[src/rtl/rgb_fade_sequencer_if.sv]
// Colour table write bus between a host (master) and the fade sequencer (slave).
// One write per clock: wr_data is {red, green, blue}, each W bits wide.
interface rgb_fade_sequencer_if #(
    parameter int W = 8
);
    logic           wr_en;
    logic [3:0]     wr_addr;
    logic [3*W-1:0] wr_data;

    modport master (
        output wr_en,
        output wr_addr,
        output wr_data
    );

    modport slave (
        input wr_en,
        input wr_addr,
        input wr_data
    );
endinterface

[src/rtl/rgb_fade_sequencer.sv]
// Walks a writable colour table, crossfading R/G/B duty words one LSB per step
// tick toward each entry, holding for HOLD_STEPS ticks, then advancing.
module rgb_fade_sequencer #(
    parameter int          PWM_RESOLUTION_BITS = 8,
    parameter int unsigned STEP_DIV            = 32'h0001_0000,
    parameter int          HOLD_STEPS          = 256,
    parameter int          NUM_COLOURS         = 4
) (
    input  logic                           CLK_IP,
    input  logic                           RST_IP,
    input  logic                           enable,
    rgb_fade_sequencer_if.slave            wr,
    output logic [PWM_RESOLUTION_BITS-1:0] red_val,
    output logic [PWM_RESOLUTION_BITS-1:0] green_val,
    output logic [PWM_RESOLUTION_BITS-1:0] blue_val,
    output logic                           pwm_en,
    output logic [3:0]                     colour_idx,
    output logic [1:0]                     state,
    output logic                           step_tick
);

    localparam int          W         = PWM_RESOLUTION_BITS;
    localparam int          HW        = $clog2(HOLD_STEPS + 1);
    localparam logic [31:0] DIV_LAST  = 32'(STEP_DIV - 1);
    localparam logic [HW-1:0] HOLD_LAST = HW'(HOLD_STEPS - 1);
    localparam logic [4:0]  NUM_LIMIT = 5'(NUM_COLOURS);
    localparam logic [3:0]  LAST_IDX  = 4'(NUM_COLOURS - 1);

    typedef enum logic [1:0] {
        IDLE = 2'd0,
        FADE = 2'd1,
        HOLD = 2'd2
    } state_t;

    state_t         state_q, state_d;
    logic [W-1:0]   red_q, red_d;
    logic [W-1:0]   green_q, green_d;
    logic [W-1:0]   blue_q, blue_d;
    logic [3:0]     idx_q, idx_d;
    logic [HW-1:0]  hold_q, hold_d;
    logic [31:0]    presc_q, presc_d;
    logic           tick_q, tick_d;
    logic           pwm_en_q;

    // Table is always 16 deep so the 4-bit index never goes out of range;
    // entries at or beyond NUM_COLOURS are never written and stay zero.
    logic [3*W-1:0] table_q [16];

    logic [3*W-1:0] tgt;
    logic [W-1:0]   tgtRed, tgtGreen, tgtBlue;
    logic           tick;

    assign tgt      = table_q[idx_q];
    assign tgtRed   = tgt[3*W-1:2*W];
    assign tgtGreen = tgt[2*W-1:W];
    assign tgtBlue  = tgt[W-1:0];
    assign tick     = (state_q != IDLE) && (presc_q == DIV_LAST);

    function automatic logic [W-1:0] stepToward(input logic [W-1:0] cur, input logic [W-1:0] goal);
        if (cur < goal) begin
            return cur + W'(1);
        end else if (cur > goal) begin
            return cur - W'(1);
        end
        return cur;
    endfunction

    always_ff @(posedge CLK_IP or posedge RST_IP) begin
        if (RST_IP) begin
            for (int i = 0; i < 16; i++) begin
                table_q[i] <= '0;
            end
        end else if (wr.wr_en && ({1'b0, wr.wr_addr} < NUM_LIMIT)) begin
            table_q[wr.wr_addr] <= wr.wr_data;
        end
    end

    always_ff @(posedge CLK_IP or posedge RST_IP) begin
        if (RST_IP) begin
            state_q  <= IDLE;
            red_q    <= '0;
            green_q  <= '0;
            blue_q   <= '0;
            idx_q    <= '0;
            hold_q   <= '0;
            presc_q  <= '0;
            tick_q   <= 1'b0;
            pwm_en_q <= 1'b0;
        end else begin
            state_q  <= state_d;
            red_q    <= red_d;
            green_q  <= green_d;
            blue_q   <= blue_d;
            idx_q    <= idx_d;
            hold_q   <= hold_d;
            presc_q  <= presc_d;
            tick_q   <= tick_d;
            pwm_en_q <= 1'b1;
        end
    end

    // Prescaler runs purely on state; a disable only suppresses the colour update.
    always_comb begin
        state_d = state_q;
        red_d   = red_q;
        green_d = green_q;
        blue_d  = blue_q;
        idx_d   = idx_q;
        hold_d  = hold_q;
        tick_d  = tick;

        if (state_q == IDLE || tick) begin
            presc_d = '0;
        end else begin
            presc_d = presc_q + 32'd1;
        end

        case (state_q)
            IDLE: begin
                if (enable) begin
                    state_d = FADE;
                    idx_d   = '0;
                    hold_d  = '0;
                end
            end
            FADE: begin
                if (!enable) begin
                    state_d = IDLE;
                end else if (tick) begin
                    red_d   = stepToward(red_q, tgtRed);
                    green_d = stepToward(green_q, tgtGreen);
                    blue_d  = stepToward(blue_q, tgtBlue);
                    if ((red_d == tgtRed) && (green_d == tgtGreen) && (blue_d == tgtBlue)) begin
                        state_d = HOLD;
                        hold_d  = '0;
                    end
                end
            end
            HOLD: begin
                if (!enable) begin
                    state_d = IDLE;
                end else if (tick) begin
                    if (hold_q == HOLD_LAST) begin
                        idx_d   = (idx_q == LAST_IDX) ? 4'd0 : idx_q + 4'd1;
                        hold_d  = '0;
                        state_d = FADE;
                    end else begin
                        hold_d = hold_q + HW'(1);
                    end
                end
            end
            default: begin
                state_d = IDLE;
            end
        endcase
    end

    assign red_val    = red_q;
    assign green_val  = green_q;
    assign blue_val   = blue_q;
    assign pwm_en     = pwm_en_q;
    assign colour_idx = idx_q;
    assign state      = state_q;
    assign step_tick  = tick_q;

endmodule

[src/flat_wrapper.sv]
// flat-port wrapper written by rule: the top's interface ports become plain ports
module rgb_fade_sequencer_flat 
#(
    parameter int          PWM_RESOLUTION_BITS = 8,
    parameter int unsigned STEP_DIV            = 32'h0001_0000,
    parameter int          HOLD_STEPS          = 256,
    parameter int          NUM_COLOURS         = 4
)
  (CLK_IP, RST_IP, enable, red_val, green_val, blue_val, pwm_en, colour_idx, state, step_tick, wr_wr_en, wr_wr_addr, wr_wr_data);
  rgb_fade_sequencer_if #(.W((8))) wr_i ();
  input  logic CLK_IP;
  input  logic RST_IP;
  input  logic enable;
  output logic [PWM_RESOLUTION_BITS-1:0] red_val;
  output logic [PWM_RESOLUTION_BITS-1:0] green_val;
  output logic [PWM_RESOLUTION_BITS-1:0] blue_val;
  output logic pwm_en;
  output logic [3:0] colour_idx;
  output logic [1:0] state;
  output logic step_tick;
  input wire logic [$bits(wr_i.wr_en)-1:0] wr_wr_en;
  input wire logic [$bits(wr_i.wr_addr)-1:0] wr_wr_addr;
  input wire logic [$bits(wr_i.wr_data)-1:0] wr_wr_data;
  assign wr_i.wr_en = wr_wr_en;
  assign wr_i.wr_addr = wr_wr_addr;
  assign wr_i.wr_data = wr_wr_data;
  rgb_fade_sequencer #(.PWM_RESOLUTION_BITS(PWM_RESOLUTION_BITS), .STEP_DIV(STEP_DIV), .HOLD_STEPS(HOLD_STEPS), .NUM_COLOURS(NUM_COLOURS)) u_core (.CLK_IP(CLK_IP), .RST_IP(RST_IP), .enable(enable), .wr(wr_i), .red_val(red_val), .green_val(green_val), .blue_val(blue_val), .pwm_en(pwm_en), .colour_idx(colour_idx), .state(state), .step_tick(step_tick));
endmodule
[config.mk]
export PLATFORM = sky130hd
export DESIGN_NAME = rgb_fade_sequencer_flat
export DESIGN_NICKNAME = d
export VERILOG_FILES = /design/src/rtl/rgb_fade_sequencer_if.sv /design/src/rtl/rgb_fade_sequencer.sv /design/src/flat_wrapper.sv
export SDC_FILE = /design/constraint.sdc
export NUM_CORES = 1
export LEC_CHECK = 0
export ABC_AREA = 1
export CORE_UTILIZATION = 30
export CTS_CLUSTER_SIZE = 28
export DETAILED_ROUTE_END_ITERATION = 8
export GPL_ROUTABILITY_DRIVEN = 0
export HOLD_SLACK_MARGIN = 0.15
export SLEW_MARGIN = 10
export SYNTH_ARGS = -nofsm -noshare
export SYNTH_HDL_FRONTEND = slang
export SYNTH_SLANG_ARGS = --single-unit
[constraint.sdc]
create_clock -name CLK_IP -period 20.8 [get_ports CLK_IP]
set_input_delay 5.2 -clock CLK_IP [delete_from_list [all_inputs] [get_ports CLK_IP]]
set_output_delay 5.2 -clock CLK_IP [all_outputs]
set_load 0.02 [all_outputs]
==> metrics.cfg <==
[logic_synthesis]
ys_seq_area_share_pct = 52.4
netlist-cell-type-count = 47
yosysWarnings = 0
avgSynthCellArea_um2 = 8.04
synth_nets = 2793
syn_area_um2 = 21800
ys_ff_latch = 457
synthCells = 2713

[grt]
antenna_found_initial = 0
grt_pass1_wl_um = 80600
grt_max_degree = 175
grt_usage_pct = 13.4
grt.overflow.total = 0
grt_pass1_vias = 14989

[timing]
hold_slack_ns = 0.369
setup_viol = 0
maxSlewViolCount = 0
fin_crit_sh_pct = 36.3
finalSetupTns_ns = 0
timing.slew.headroom_pct = 24.9
worst_slack_ns = 13.26
skew_ns = 0.0256
worst_pin_slew_ns = 1.13
finalHoldViolations = 0
fmax_ghz = 0.133
rsz0062_at_grt = false
fin_crit_ns = 7.54

[detailed_routing]
routedWlPerCell_um = 14.2
drtAntennaViolNets = 0
drtPass1Iterations = 5
viasPerCell = 4.45
vias = 15287
drc = 0
wl_um = 48800
drtIter0Drc = 1109

[setup_path]
worstPathMaxFanout = 174
crit_slowest_cell = buf_4
r2r_end = u_core.hold_q[8]
startpoint = RST_IP
cp_cell_sequence = clkdlybuf4s50_1 -> inv_8 -> buf_12 -> buf_4
rrSetupSlack_ns = 14.34
path_class = in2async
worst_ep_required_time_ns = 21.33
timing.rr.start = u_core.colour_idx[0]
crit_path_start_kind = input port
cpPeakStageDelay_ns = 0.82
worst-endpoint-arrival_ns = 8.07
crit_path_end_kind = asynchronous set/reset pin
r2r_cells = 33

[clock_tree]
htreeDepth = 2
clock-sinks = 457
root_buffer = clkbuf_16
clock_latency_ns = 0.59
clockBufferDepth = 3
post_cts_buffers = 0
clk_pin_slew_ns = 0.06
cts_tree = yes
numCtsBuffers = 48
cts_hold_buffers = 0
cts_resized = 0

[job]
max-cap-violations = 0

[place]
hpwlAfterDp_um = 30700
dp_slack_ns = 12.37
placed_area_um2 = 22100
portBuffers = 63

[power_and_ir_drop]
peakVddDrop_mv = 0.0721
leakage_nw = 11.5
powerDensity_nw_per_um2 = 121

[finish]
multi_input_area_um2 = 7770
ff_latch_area_um2 = 11400
syn_to_final_growth_pct = 8.99
nets = 2529
fill_cells = 7430
drive_gt1_share_pct = 5.99
finalInstanceArea_um2 = 23800
n_antenna_cell = 0

[die]
dieHeight_um = 272
dieArea_um2 = 73800
core_area_um2 = 71700
start_util_pct = 30.4
die_w_um = 272
rows = 98
io_pins = 64

[worst_hold_path]
hold_class = reg2reg
hold_depth = 0
hold_path_end = u_core.table_q[274]
min-delay-start = u_core.table_q[274]

[outcome]
status = completed

==> state kept, by name, indices dropped and copies added, names as in the netlist <==
name               cells
u_core.blue_val        8
u_core.colour_idx      4
u_core.green_val       8
u_core.hold_q          9
u_core.presc_q        32
u_core.pwm_en          1
u_core.red_val         8
u_core.state           2
u_core.step_tick       1
u_core.table_q       384
==> worst max-delay path by stage <==
stage	end	slack [ns]	depth (start not counted)
6_report	u_core.colour_idx[1]	13.26	4
4_1_cts	u_core.colour_idx[1]	13.01	4
2_1_floorplan	u_core.blue_val[0]	2.86	1
3_3_place_gp	u_core.colour_idx[1]	12.38	4
3_5_place_dp	u_core.colour_idx[1]	12.37	4
5_1_grt	u_core.colour_idx[1]	12.71	4
==> critical path: cells and delay by family <==
| kind | cells | cell delay (ns) |
|---|---|---|
| buf+inv | 4 | 2.74 |
==> power breakdown <==
| group | internal (mW) | switching [mW] |
|---|---|---|
| registers | 0.934 | 0.0424 |
| clock network | 0.534 | 0.364 |
| logic | 0.314 | 0.691 |
| total | 1.78 | 1.10 |
==> Yosys cell counts, drive strengths merged <==
cell	number	area share, %
nand2	634	11
dfrtp	457	52
clkbuf	325	5.6
nor2	260	4.5
o21ai	252	5.8
inv	236	4.1
nand3	232	5.3
buf	71	2.2
ha	45	2.6
a21oi	44	1.0
o211ai	41	1.4
nand4	19	0.57
nand3b	16	0.55
nor3	16	0.47
nor4	12	0.41
or2	12	0.34
xnor2	10	0.40
xor2	10	0.40
a21o	3	0.10
clkinv	3	0.052
fa	3	0.28
a211oi	2	0.069
a31oi	2	0.057
and3	2	0.057
o21a	2	0.069
a221oi	1	0.040
conb	1	0.017
nor3b	1	0.034
o2111ai	1	0.040
==> cell usage in the layout, fill, tap and decap left out, types with 5 or more instances in the layout <==
master / count
clkdlybuf4s50_1: 63
clkbuf_8: 12
inv_1: 212
clkbuf_16: 48
buf_4: 18
a21oi_1: 43
nand3_1: 232
xor2_1: 10
bufinv_16: 5
or2_2: 7
nand2_1: 629
ha_1: 45
nor3_1: 14
clkbuf_1: 8
clkinv_2: 9
inv_2: 21
o21ai_1: 40
nand4_1: 18
nand3b_1: 16
o211ai_1: 41
o21ai_0: 211
nor2_1: 256
dfrtp_1: 454
nor4_1: 11
xnor2_1: 10
==> metrics by stage <==
step           instances  power [mW]  utilization (%)
2_1_floorplan       2713        1.77                -
3_3_place_gp        3349        2.00             30.8
3_5_place_dp        3349        2.01             30.8
4_1_cts             3438        2.92             33.1
5_1_grt             3438        3.09             33.1
6_report            3438        2.88             33.1
==> per-layer routing <==
layer / GRT usage (%) / vias to the layer above / part of all wire (%)
li1: - / 7877 / -
met3: 2.27 / 53 / 3.7
met4: 3.12 / 0 / 1.7
met2: 20.9 / 222 / 44
met1: 19.2 / 7135 / 50
met5: 0 / - / 0
==> final cells by class <==
cell class / instances / share of cell area [%]
clock buffers: 68 / 5.88
flip-flops and latches: 457 / 48.1
multi-input cells: 1621 / 32.7
clock inverters: 21 / 1.16
well taps: 950 / 5.00
inverters: 239 / 3.83
repair buffers: 82 / 3.31
==> kinds of logic after synthesis <==
logic type	after synthesis	synth area share, %
other	1	0.0172
AOI/OAI and AO/OA	348	8.62
adders and majority gates	48	2.86
DFF	457	52.4
buffers and inverters	635	11.9
xor gates and xnor gates	20	0.803
and+or+nand+nor	1204	23.3
Power figures use the tool's default switching activity.
